[config.mk]
export PLATFORM = sky130hd
export DESIGN_NAME = video_mode_sequencer
export DESIGN_NICKNAME = d
export VERILOG_FILES = /design/src/rtl/video_mode_sequencer_pkg.sv /design/src/rtl/video_mode_sequencer_frame_tick_sync.sv /design/src/rtl/video_mode_sequencer.sv
export SDC_FILE = /design/constraint.sdc
export NUM_CORES = 1
export LEC_CHECK = 0
export ABC_AREA = 1
export CAP_MARGIN = 10
export CORE_ASPECT_RATIO = 2
export CORE_MARGIN = 2
export CORE_UTILIZATION = 47
export DETAILED_ROUTE_END_ITERATION = 8
export PLACE_DENSITY_LB_ADDON = 0.12
export SLEW_MARGIN = 20
export SYNTH_ARGS = -nofsm -noshare
export SYNTH_HDL_FRONTEND = slang
export SYNTH_HIERARCHICAL = 1
export SYNTH_SLANG_ARGS = --single-unit
[constraint.sdc]
create_clock -name CLK -period 1.8 [get_ports CLK]
set_clock_uncertainty 0.2 [all_clocks]
set_input_delay 0.36 -clock CLK [delete_from_list [all_inputs] [get_ports CLK]]
set_output_delay 0.36 -clock CLK [all_outputs]
set_load 0.05 [all_outputs]
[src/rtl/video_mode_sequencer_pkg.sv]
// Shared definitions for the video mode sequencer.
//   - Mode encodings for the four supported resolutions.
//   - Sequencer state encoding.
//   - Per-mode timing record and a constant lookup function for it.
package video_mode_sequencer_pkg;

   localparam logic [1:0] MODE_640X480  = 2'd0;
   localparam logic [1:0] MODE_800X600  = 2'd1;
   localparam logic [1:0] MODE_1280X720 = 2'd2;
   localparam logic [1:0] MODE_1024X768 = 2'd3;

   localparam logic POL_NEG = 1'b0;
   localparam logic POL_POS = 1'b1;

   typedef enum logic [2:0] {
      ST_RUN       = 3'd0,
      ST_WAIT_EOF  = 3'd1,
      ST_DRAIN     = 3'd2,
      ST_RECONF    = 3'd3,
      ST_WAIT_LOCK = 3'd4,
      ST_SETTLE    = 3'd5,
      ST_ERROR     = 3'd6
   } state_e;

   typedef struct packed {
      logic [11:0] h_res;
      logic [11:0] v_res;
      logic [7:0]  h_fp;
      logic [7:0]  h_sync;
      logic [7:0]  h_bp;
      logic [5:0]  v_fp;
      logic [5:0]  v_sync;
      logic [5:0]  v_bp;
      logic        h_pol;
      logic        v_pol;
   } mode_timing_t;

   function automatic mode_timing_t mode_timing(input logic [1:0] mode);
      mode_timing_t t;
      case (mode)
         MODE_800X600:  t = '{h_res: 12'd800,  v_res: 12'd600,
                             h_fp: 8'd40,  h_sync: 8'd128, h_bp: 8'd88,
                             v_fp: 6'd1,   v_sync: 6'd4,   v_bp: 6'd23,
                             h_pol: POL_POS, v_pol: POL_POS};
         MODE_1280X720: t = '{h_res: 12'd1280, v_res: 12'd720,
                             h_fp: 8'd110, h_sync: 8'd40,  h_bp: 8'd220,
                             v_fp: 6'd5,   v_sync: 6'd5,   v_bp: 6'd20,
                             h_pol: POL_POS, v_pol: POL_POS};
         MODE_1024X768: t = '{h_res: 12'd1024, v_res: 12'd768,
                             h_fp: 8'd24,  h_sync: 8'd136, h_bp: 8'd160,
                             v_fp: 6'd3,   v_sync: 6'd6,   v_bp: 6'd29,
                             h_pol: POL_NEG, v_pol: POL_NEG};
         default:       t = '{h_res: 12'd640,  v_res: 12'd480,
                             h_fp: 8'd16,  h_sync: 8'd96,  h_bp: 8'd48,
                             v_fp: 6'd10,  v_sync: 6'd2,   v_bp: 6'd33,
                             h_pol: POL_NEG, v_pol: POL_NEG};
      endcase
      return t;
   endfunction

endpackage

[src/rtl/video_mode_sequencer_frame_tick_sync.sv]
// Brings the pixel-domain frame toggle and the asynchronous MMCM lock into
// the CLK domain.
//   CLK          : system clock
//   i_rst        : synchronous active-high reset
//   i_frame_tgl  : toggles once per frame (pix_clk domain)
//   i_clk_lock   : MMCM lock (asynchronous)
//   o_frame_tick : one-CLK pulse per frame-toggle edge
//   o_lock       : synchronised lock level
module video_mode_sequencer_frame_tick_sync (
   input  logic CLK,
   input  logic i_rst,
   input  logic i_frame_tgl,
   input  logic i_clk_lock,
   output logic o_frame_tick,
   output logic o_lock
);

   // [1:0] is the 2-FF synchroniser, [2] holds the previous synced value
   // for edge detection.
   logic [2:0] tgl_q, tgl_d;
   logic [1:0] lock_q, lock_d;

   always_comb begin
      tgl_d  = {tgl_q[1:0], i_frame_tgl};
      lock_d = {lock_q[0], i_clk_lock};
   end

   always_ff @(posedge CLK) begin
      if (i_rst) begin
         tgl_q  <= '0;
         lock_q <= '0;
      end else begin
         tgl_q  <= tgl_d;
         lock_q <= lock_d;
      end
   end

   // Either toggle direction marks a frame boundary.
   assign o_frame_tick = tgl_q[1] ^ tgl_q[2];
   assign o_lock       = lock_q[1];

endmodule

[src/rtl/video_mode_sequencer.sv]
// Control-plane sequencer for the test pattern generator and its pixel
// clock manager. Pattern/monitor changes are applied at a frame boundary;
// resolution changes run blank -> drain -> reconfigure -> lock -> settle.
//   CLK, i_rst                 : system clock, synchronous active-high reset
//   i_mode_sel/img_sel/out_sel : debounced switch requests
//   i_frame_tgl                : per-frame toggle from the pixel domain
//   i_clk_lock                 : pixel MMCM lock (asynchronous)
//   i_reconf_done              : clock manager acknowledge
//   o_reconf_req/o_reconf_mode : clock reconfiguration request and mode
//   o_h_* / o_v_*              : timing parameters to the generator
//   o_img_select/o_out_select  : pattern and monitor select
//   o_blank, o_tg_rst          : output blanking and generator reset
//   o_busy, o_error            : status (not RUN / ERROR)
module video_mode_sequencer
   import video_mode_sequencer_pkg::*;
#(
   parameter int unsigned SETTLE_FRAMES = 2,
   parameter int unsigned FRAME_TIMEOUT = 2000000,
   parameter int unsigned LOCK_TIMEOUT  = 1048576
) (
   input  logic        CLK,
   input  logic        i_rst,
   input  logic [1:0]  i_mode_sel,
   input  logic [1:0]  i_img_sel,
   input  logic        i_out_sel,
   input  logic        i_frame_tgl,
   input  logic        i_clk_lock,
   input  logic        i_reconf_done,
   output logic        o_reconf_req,
   output logic [1:0]  o_reconf_mode,
   output logic [11:0] o_h_res,
   output logic [11:0] o_v_res,
   output logic [7:0]  o_h_fp,
   output logic [7:0]  o_h_sync,
   output logic [7:0]  o_h_bp,
   output logic [5:0]  o_v_fp,
   output logic [5:0]  o_v_sync,
   output logic [5:0]  o_v_bp,
   output logic        o_h_pol,
   output logic        o_v_pol,
   output logic [1:0]  o_img_select,
   output logic        o_out_select,
   output logic        o_blank,
   output logic        o_tg_rst,
   output logic        o_busy,
   output logic        o_error
);

   localparam int FT_W  = (FRAME_TIMEOUT > 1) ? $clog2(FRAME_TIMEOUT) : 1;
   localparam int LT_W  = (LOCK_TIMEOUT > 1)  ? $clog2(LOCK_TIMEOUT)  : 1;
   localparam int SET_W = $clog2(SETTLE_FRAMES + 1);

   // Timers expire after exactly *_TIMEOUT cycles counted from their clear.
   localparam logic [FT_W-1:0]  FT_LAST     = FT_W'(FRAME_TIMEOUT - 1);
   localparam logic [LT_W-1:0]  LT_LAST     = LT_W'(LOCK_TIMEOUT - 1);
   localparam logic [SET_W-1:0] SETTLE_LAST = SET_W'(SETTLE_FRAMES - 1);

   logic frame_tick;
   logic lock_s;

   video_mode_sequencer_frame_tick_sync u_sync (
      .CLK          (CLK),
      .i_rst        (i_rst),
      .i_frame_tgl  (i_frame_tgl),
      .i_clk_lock   (i_clk_lock),
      .o_frame_tick (frame_tick),
      .o_lock       (lock_s)
   );

   state_e         state_q, state_d;
   logic [1:0]     target_q, target_d;
   logic [1:0]     cur_mode_q, cur_mode_d;
   logic           mode_pend_q, mode_pend_d;
   logic           retry_q, retry_d;
   logic [SET_W-1:0] settle_cnt_q, settle_cnt_d;
   logic [FT_W-1:0]  ftimer_q, ftimer_d;
   logic [LT_W-1:0]  ltimer_q, ltimer_d;
   mode_timing_t   timing_q, timing_d;
   logic [1:0]     reconf_mode_q, reconf_mode_d;
   logic [1:0]     img_q, img_d;
   logic           out_q, out_d;
   logic           blank_q, blank_d;
   logic           tg_rst_q, tg_rst_d;
   logic           req_q, req_d;
   logic           lock_low_q, lock_low_d;

   logic f_exp, l_exp, frame_evt, lock_lost;

   always_comb begin
      f_exp      = (ftimer_q == FT_LAST);
      l_exp      = (ltimer_q == LT_LAST);
      // A frame timeout stands in for a missing tick.
      frame_evt  = frame_tick | f_exp;
      // Lock must read low on two consecutive cycles to count as lost.
      lock_low_d = ~lock_s;
      lock_lost  = ~lock_s & lock_low_q;
   end

   always_comb begin
      state_d       = state_q;
      target_d      = target_q;
      cur_mode_d    = cur_mode_q;
      mode_pend_d   = mode_pend_q;
      retry_d       = retry_q;
      settle_cnt_d  = settle_cnt_q;
      timing_d      = timing_q;
      reconf_mode_d = reconf_mode_q;
      img_d         = img_q;
      out_d         = out_q;
      blank_d       = blank_q;
      tg_rst_d      = tg_rst_q;
      req_d         = req_q;
      // Saturating timers; each state clears the one it uses on entry.
      ftimer_d      = f_exp ? ftimer_q : ftimer_q + FT_W'(1);
      ltimer_d      = l_exp ? ltimer_q : ltimer_q + LT_W'(1);

      case (state_q)
         ST_RUN: begin
            ftimer_d = '0;
            if (lock_lost) begin
               blank_d  = 1'b1;
               tg_rst_d = 1'b1;
               ltimer_d = '0;
               retry_d  = 1'b0;
               state_d  = ST_WAIT_LOCK;
            end else if (i_mode_sel != cur_mode_q) begin
               target_d    = i_mode_sel;
               mode_pend_d = 1'b1;
               state_d     = ST_WAIT_EOF;
            end else if ((i_img_sel != img_q) || (i_out_sel != out_q)) begin
               mode_pend_d = 1'b0;
               state_d     = ST_WAIT_EOF;
            end
         end

         ST_WAIT_EOF: begin
            if (frame_evt) begin
               ftimer_d = '0;
               if (mode_pend_q) begin
                  blank_d = 1'b1;
                  state_d = ST_DRAIN;
               end else begin
                  // Current inputs, not the ones that triggered the wait.
                  img_d   = i_img_sel;
                  out_d   = i_out_sel;
                  state_d = ST_RUN;
               end
            end
         end

         ST_DRAIN: begin
            if (frame_evt) begin
               tg_rst_d      = 1'b1;
               // Hold the request back until a stale acknowledge clears.
               req_d         = ~i_reconf_done;
               timing_d      = mode_timing(target_q);
               reconf_mode_d = target_q;
               retry_d       = 1'b0;
               state_d       = ST_RECONF;
            end
         end

         ST_RECONF: begin
            if (req_q) begin
               if (i_reconf_done) begin
                  req_d    = 1'b0;
                  ltimer_d = '0;
                  state_d  = ST_WAIT_LOCK;
               end
            end else if (!i_reconf_done) begin
               req_d = 1'b1;
            end
         end

         ST_WAIT_LOCK: begin
            if (lock_s) begin
               tg_rst_d     = 1'b0;
               cur_mode_d   = target_q;
               settle_cnt_d = '0;
               ftimer_d     = '0;
               state_d      = ST_SETTLE;
            end else if (l_exp) begin
               if (!retry_q) begin
                  retry_d = 1'b1;
                  state_d = ST_RECONF;
               end else begin
                  state_d = ST_ERROR;
               end
            end
         end

         ST_SETTLE: begin
            if (frame_evt) begin
               ftimer_d = '0;
               if (settle_cnt_q >= SETTLE_LAST) begin
                  img_d   = i_img_sel;
                  out_d   = i_out_sel;
                  blank_d = 1'b0;
                  state_d = ST_RUN;
               end else begin
                  settle_cnt_d = settle_cnt_q + SET_W'(1);
               end
            end
         end

         ST_ERROR: begin
            blank_d  = 1'b1;
            tg_rst_d = 1'b1;
            if (i_mode_sel != target_q) begin
               target_d      = i_mode_sel;
               retry_d       = 1'b0;
               timing_d      = mode_timing(i_mode_sel);
               reconf_mode_d = i_mode_sel;
               req_d         = 1'b0;
               state_d       = ST_RECONF;
            end
         end

         default: begin
            state_d = ST_ERROR;
         end
      endcase
   end

   always_ff @(posedge CLK) begin
      if (i_rst) begin
         // Reset lands in RECONF for mode 0 so power-up runs a full sequence.
         state_q       <= ST_RECONF;
         target_q      <= MODE_640X480;
         cur_mode_q    <= MODE_640X480;
         mode_pend_q   <= 1'b0;
         retry_q       <= 1'b0;
         settle_cnt_q  <= '0;
         ftimer_q      <= '0;
         ltimer_q      <= '0;
         timing_q      <= mode_timing(MODE_640X480);
         reconf_mode_q <= MODE_640X480;
         img_q         <= 2'd0;
         out_q         <= 1'b0;
         blank_q       <= 1'b1;
         tg_rst_q      <= 1'b1;
         req_q         <= 1'b0;
         lock_low_q    <= 1'b0;
      end else begin
         state_q       <= state_d;
         target_q      <= target_d;
         cur_mode_q    <= cur_mode_d;
         mode_pend_q   <= mode_pend_d;
         retry_q       <= retry_d;
         settle_cnt_q  <= settle_cnt_d;
         ftimer_q      <= ftimer_d;
         ltimer_q      <= ltimer_d;
         timing_q      <= timing_d;
         reconf_mode_q <= reconf_mode_d;
         img_q         <= img_d;
         out_q         <= out_d;
         blank_q       <= blank_d;
         tg_rst_q      <= tg_rst_d;
         req_q         <= req_d;
         lock_low_q    <= lock_low_d;
      end
   end

   assign o_reconf_req  = req_q;
   assign o_reconf_mode = reconf_mode_q;
   assign o_h_res       = timing_q.h_res;
   assign o_v_res       = timing_q.v_res;
   assign o_h_fp        = timing_q.h_fp;
   assign o_h_sync      = timing_q.h_sync;
   assign o_h_bp        = timing_q.h_bp;
   assign o_v_fp        = timing_q.v_fp;
   assign o_v_sync      = timing_q.v_sync;
   assign o_v_bp        = timing_q.v_bp;
   assign o_h_pol       = timing_q.h_pol;
   assign o_v_pol       = timing_q.v_pol;
   assign o_img_select  = img_q;
   assign o_out_select  = out_q;
   assign o_blank       = blank_q;
   assign o_tg_rst      = tg_rst_q;
   assign o_busy        = (state_q != ST_RUN);
   assign o_error       = (state_q == ST_ERROR);

endmodule

==> run_results.csv, run 1 <==
group,metric,value,unit
grt,grt_pass1_vias,4373,
timing,hold_viol,0,
setup_path,critPathKind,"reg -> reg",
route,drt_wl_total,12.65,mm
outcome,violations,"setup timing",
clock_network,clockBufferDepth,2,
setup_path,cp-start-kind,"register",
synth,synth_top_area_cell,"dfxtp_1",
outcome,outcome,"finished with violations",
timing,setup_viol,15,
place,numPortBuffers,62,
setup_path,critPathRequiredTime,1.84,ns
finish,fill_cells,716,
timing,period_needed,1.836,ns
route,vias_per_cell,5.036,
synth,synth-seq-cells,79,
die,rows,50,
synth,yosysWarnings,6,
grt,antenna_found_initial,0,
grt,grtUsageTotal,0.2376,
setup_path,cp_max_fo,6,
finish,diodes,0,
setup_path,worst_path_max_delay_cell,"dfxtp_1",
route,wl_met3,370,um
finish,multi_input_area,0.002589,mm2
place,gp_congestion,0.9196,
timing,rsz0062_at_grt,"yes",
synth,async_flop_share,0,
die,start_util,0.4860,
clock_network,cts_hold_buf,0,
timing,hold_slack,0.1995,ns
die,io_pins,88,
finish,final_nets,784,
timing,maxSlewViolCount,0,
finish,syn2layout_area_growth,50.29,%
synth,synth_area,0.004561,mm2
die,core_region_area,0.009384,mm2
synth,synth_edf_count,0,
synth,seq_area_frac_synth,0.3468,
clock_network,insertion_delay,0.34,ns
clock_network,cts-root-buf,"clkbuf_16",
setup_path,slowest_delay,0.36,ns
clock_network,cts_made_buffers,9,
synth,avgSynthCellArea,7.216,um2
setup_path,cpMostUsedCell,"nand3_4",
die,die-area,0.01056,mm2
clock_network,cts_tree,"built",
route,drt-met1-wl,4.255,mm
route,post_drt_wl_per_cell,14.58,um
synth,ys.flop_type,"dfxtp_1",
route,drcViolationCount,0,
setup_path,critical_path.endpoint_type,"register",
die,die_width,73.66,um
timing,fmax,0.5447,GHz
route,route.met2.wl,7.423,mm
route,ant_nets,0,
grt,grt_overflow,0,
finish,layout_commonest_cell,"nand2_1",
grt,grt_pass1_wl,19.55,mm
flow_run,max_cap_violations,0,
route,initialDrtViolationCount,150,
timing,fin_crit_sh,1.020,
clock_network,clock-sinks,79,
pwr,p_total,8.083,mW
pwr,peakVddDrop,0.8496,mV
clock_network,cts-htree-levels,3,
setup_path,path_cells,"nand2_2, inv_1, nand2_2, nor2_4, nand3_4, nand3_4, nand3_4, nand2_8, clkbuf_16, nor2_1",
finish,final_cell_mix,"nand2_1 (103), buf_4 (94), dfxtp_1 (63)",
grt,grt_start_max_net_pins,22,
synth,synth_top_cell_area_share,0.3468,
route,route.vias.total,4371,
timing,layout_setup_ws,-0.03586,ns
route,first_pass_iters,6,
min_path,min_path_type,"reg -> reg",
finish,layout-drive-gt1-share,0.3626,
die,die_height,143.3,um
route,highest_layer,"met4",
place,dp_hpwl,9.109,mm
place,dp.cells,839,
finish,final_cells,868,
pwr,powerDensity,1179,mW/mm2
finish,fin_util,0.7304,
clock_network,clkTransAtPathRegs,0.06,ns
finish,seq_area,0.001604,mm2
synth,yosysUniqueCellTypes,37,
synth,synthTopCellsByArea,"dfxtp_1 (35%), nand2_1 (9.5%), buf_4 (9.4%)",
pwr,leakage,3.036,nW
setup_path,cp.arrival,1.87,ns
synth,syn_inst,632,
[power breakdown]
group | switching, mW | total [mW] | internal (mW) | leakage [nW]
clock | 0.751 | 1.96 | 1.20 | 0.155
sequential | 0.236 | 2.22 | 1.99 | 0.648
combinational | 2.24 | 3.90 | 1.66 | 2.23
total | 3.23 | 8.08 | 4.85 | 3.04
[Yosys cell counts, types with 3 or more instances]
master      n
nand4_1    10
xor2_1     19
o21ai_0    25
xnor2_1    14
nand3_1    32
o211ai_1    3
nand3_2     6
a31oi_1     3
nor2_1     80
nor3_2      3
buf_6       3
nand2_2     5
dfxtp_1    79
nor3_1      8
nand2_1   116
a21oi_1    40
o21ai_1     4
buf_2       4
buf_4      57
inv_1      68
clkbuf_1    4
inv_2       7
ha_1       15
nor2_2      9
[what timing repair did]
| action | CTS | global route |
|---|---|---|
| setup buffers | 4 | 7 |
| resized for setup | 30 | 81 |
| endpoints found under the setup margin | 49 | 59 |
| pin swaps | 7 | 22 |
| gates cloned | 0 | 3 |
[metrics by stage]
stage	TNS, ns	cell area [um2]	setup slack, ns
final	-0.3064	6854	-0.03586
after global routing	-1.741	6854	-0.08574
after CTS	0	6513	0.0008902
after floorplan	0	4651	0.001373
after global placement	-7.712	6073	-0.3979
after detailed placement	-9.208	6073	-0.4487
[kinds of logic after synthesis]
kind of cell	count (synthesis)	share of synthesized area
simple gates	283	0.2867
compound gates	77	0.08834
xor+xnor	33	0.06338
other cells	1	0.0008223
fa+ha+maj	15	0.04115
buf+inv	143	0.1706
mux	1	0.002195
flops	79	0.3468
[state kept, by name (all words and copies together) (netlist names), 3 cells and up]
name and flops:
ftimer_q 21, o_h_res 3, o_v_res 3, u_sync/tgl_q 3, ltimer_q 20, o_v_bp 4, state_q 3
[routing by layer]
layer,track usage,vias to the layer above
met2,0.4568,100
li1,-,2177
met3,0.04348,49
met1,0.2202,2045
met4,0.1368,0
met5,0,-
[critical path, delay by kind of cell, from the launching register on]
kind | cells | cell delay, ns
AND/OR/NAND/NOR | 8 | 0.90
flip-flops | 1 | 0.36
buffers and inverters | 2 | 0.25
[final timing paths]
path	slack (ns)	from	to	cells after the start
setup / recovery	-0.04	ftimer_q[4]	ftimer_q[14]	10
hold / removal	0.20	u_sync/tgl_q[0]	u_sync/tgl_q[1]	2
setup reg to reg	-0.04	ftimer_q[4]	ftimer_q[14]	10
hold reg to reg	0.20	u_sync/tgl_q[0]	u_sync/tgl_q[1]	2
[cell type report]
type                    count  share of cell area
multi-input cells         434              0.3777
inverters                  75             0.04253
clock buffers               9             0.03286
repair buffers            160              0.2811
well taps                 104             0.01899
clock inverters             7             0.01278
flip-flops and latches     79              0.2340
No activity file was read; power rests on OpenSTA's default activity.
==> inputs of run 2 (changes only) <==
--- a/config.mk
+++ b/config.mk
@@ -6,7 +6,7 @@
 export NUM_CORES = 1
 export LEC_CHECK = 0
 export ABC_AREA = 1
-export CAP_MARGIN = 10
+export CAP_MARGIN = 40
 export CORE_ASPECT_RATIO = 2
 export CORE_MARGIN = 2
 export CORE_UTILIZATION = 47
==> results of run 2 <==
Final layout, timing and power as in run 1 (identical DEF).
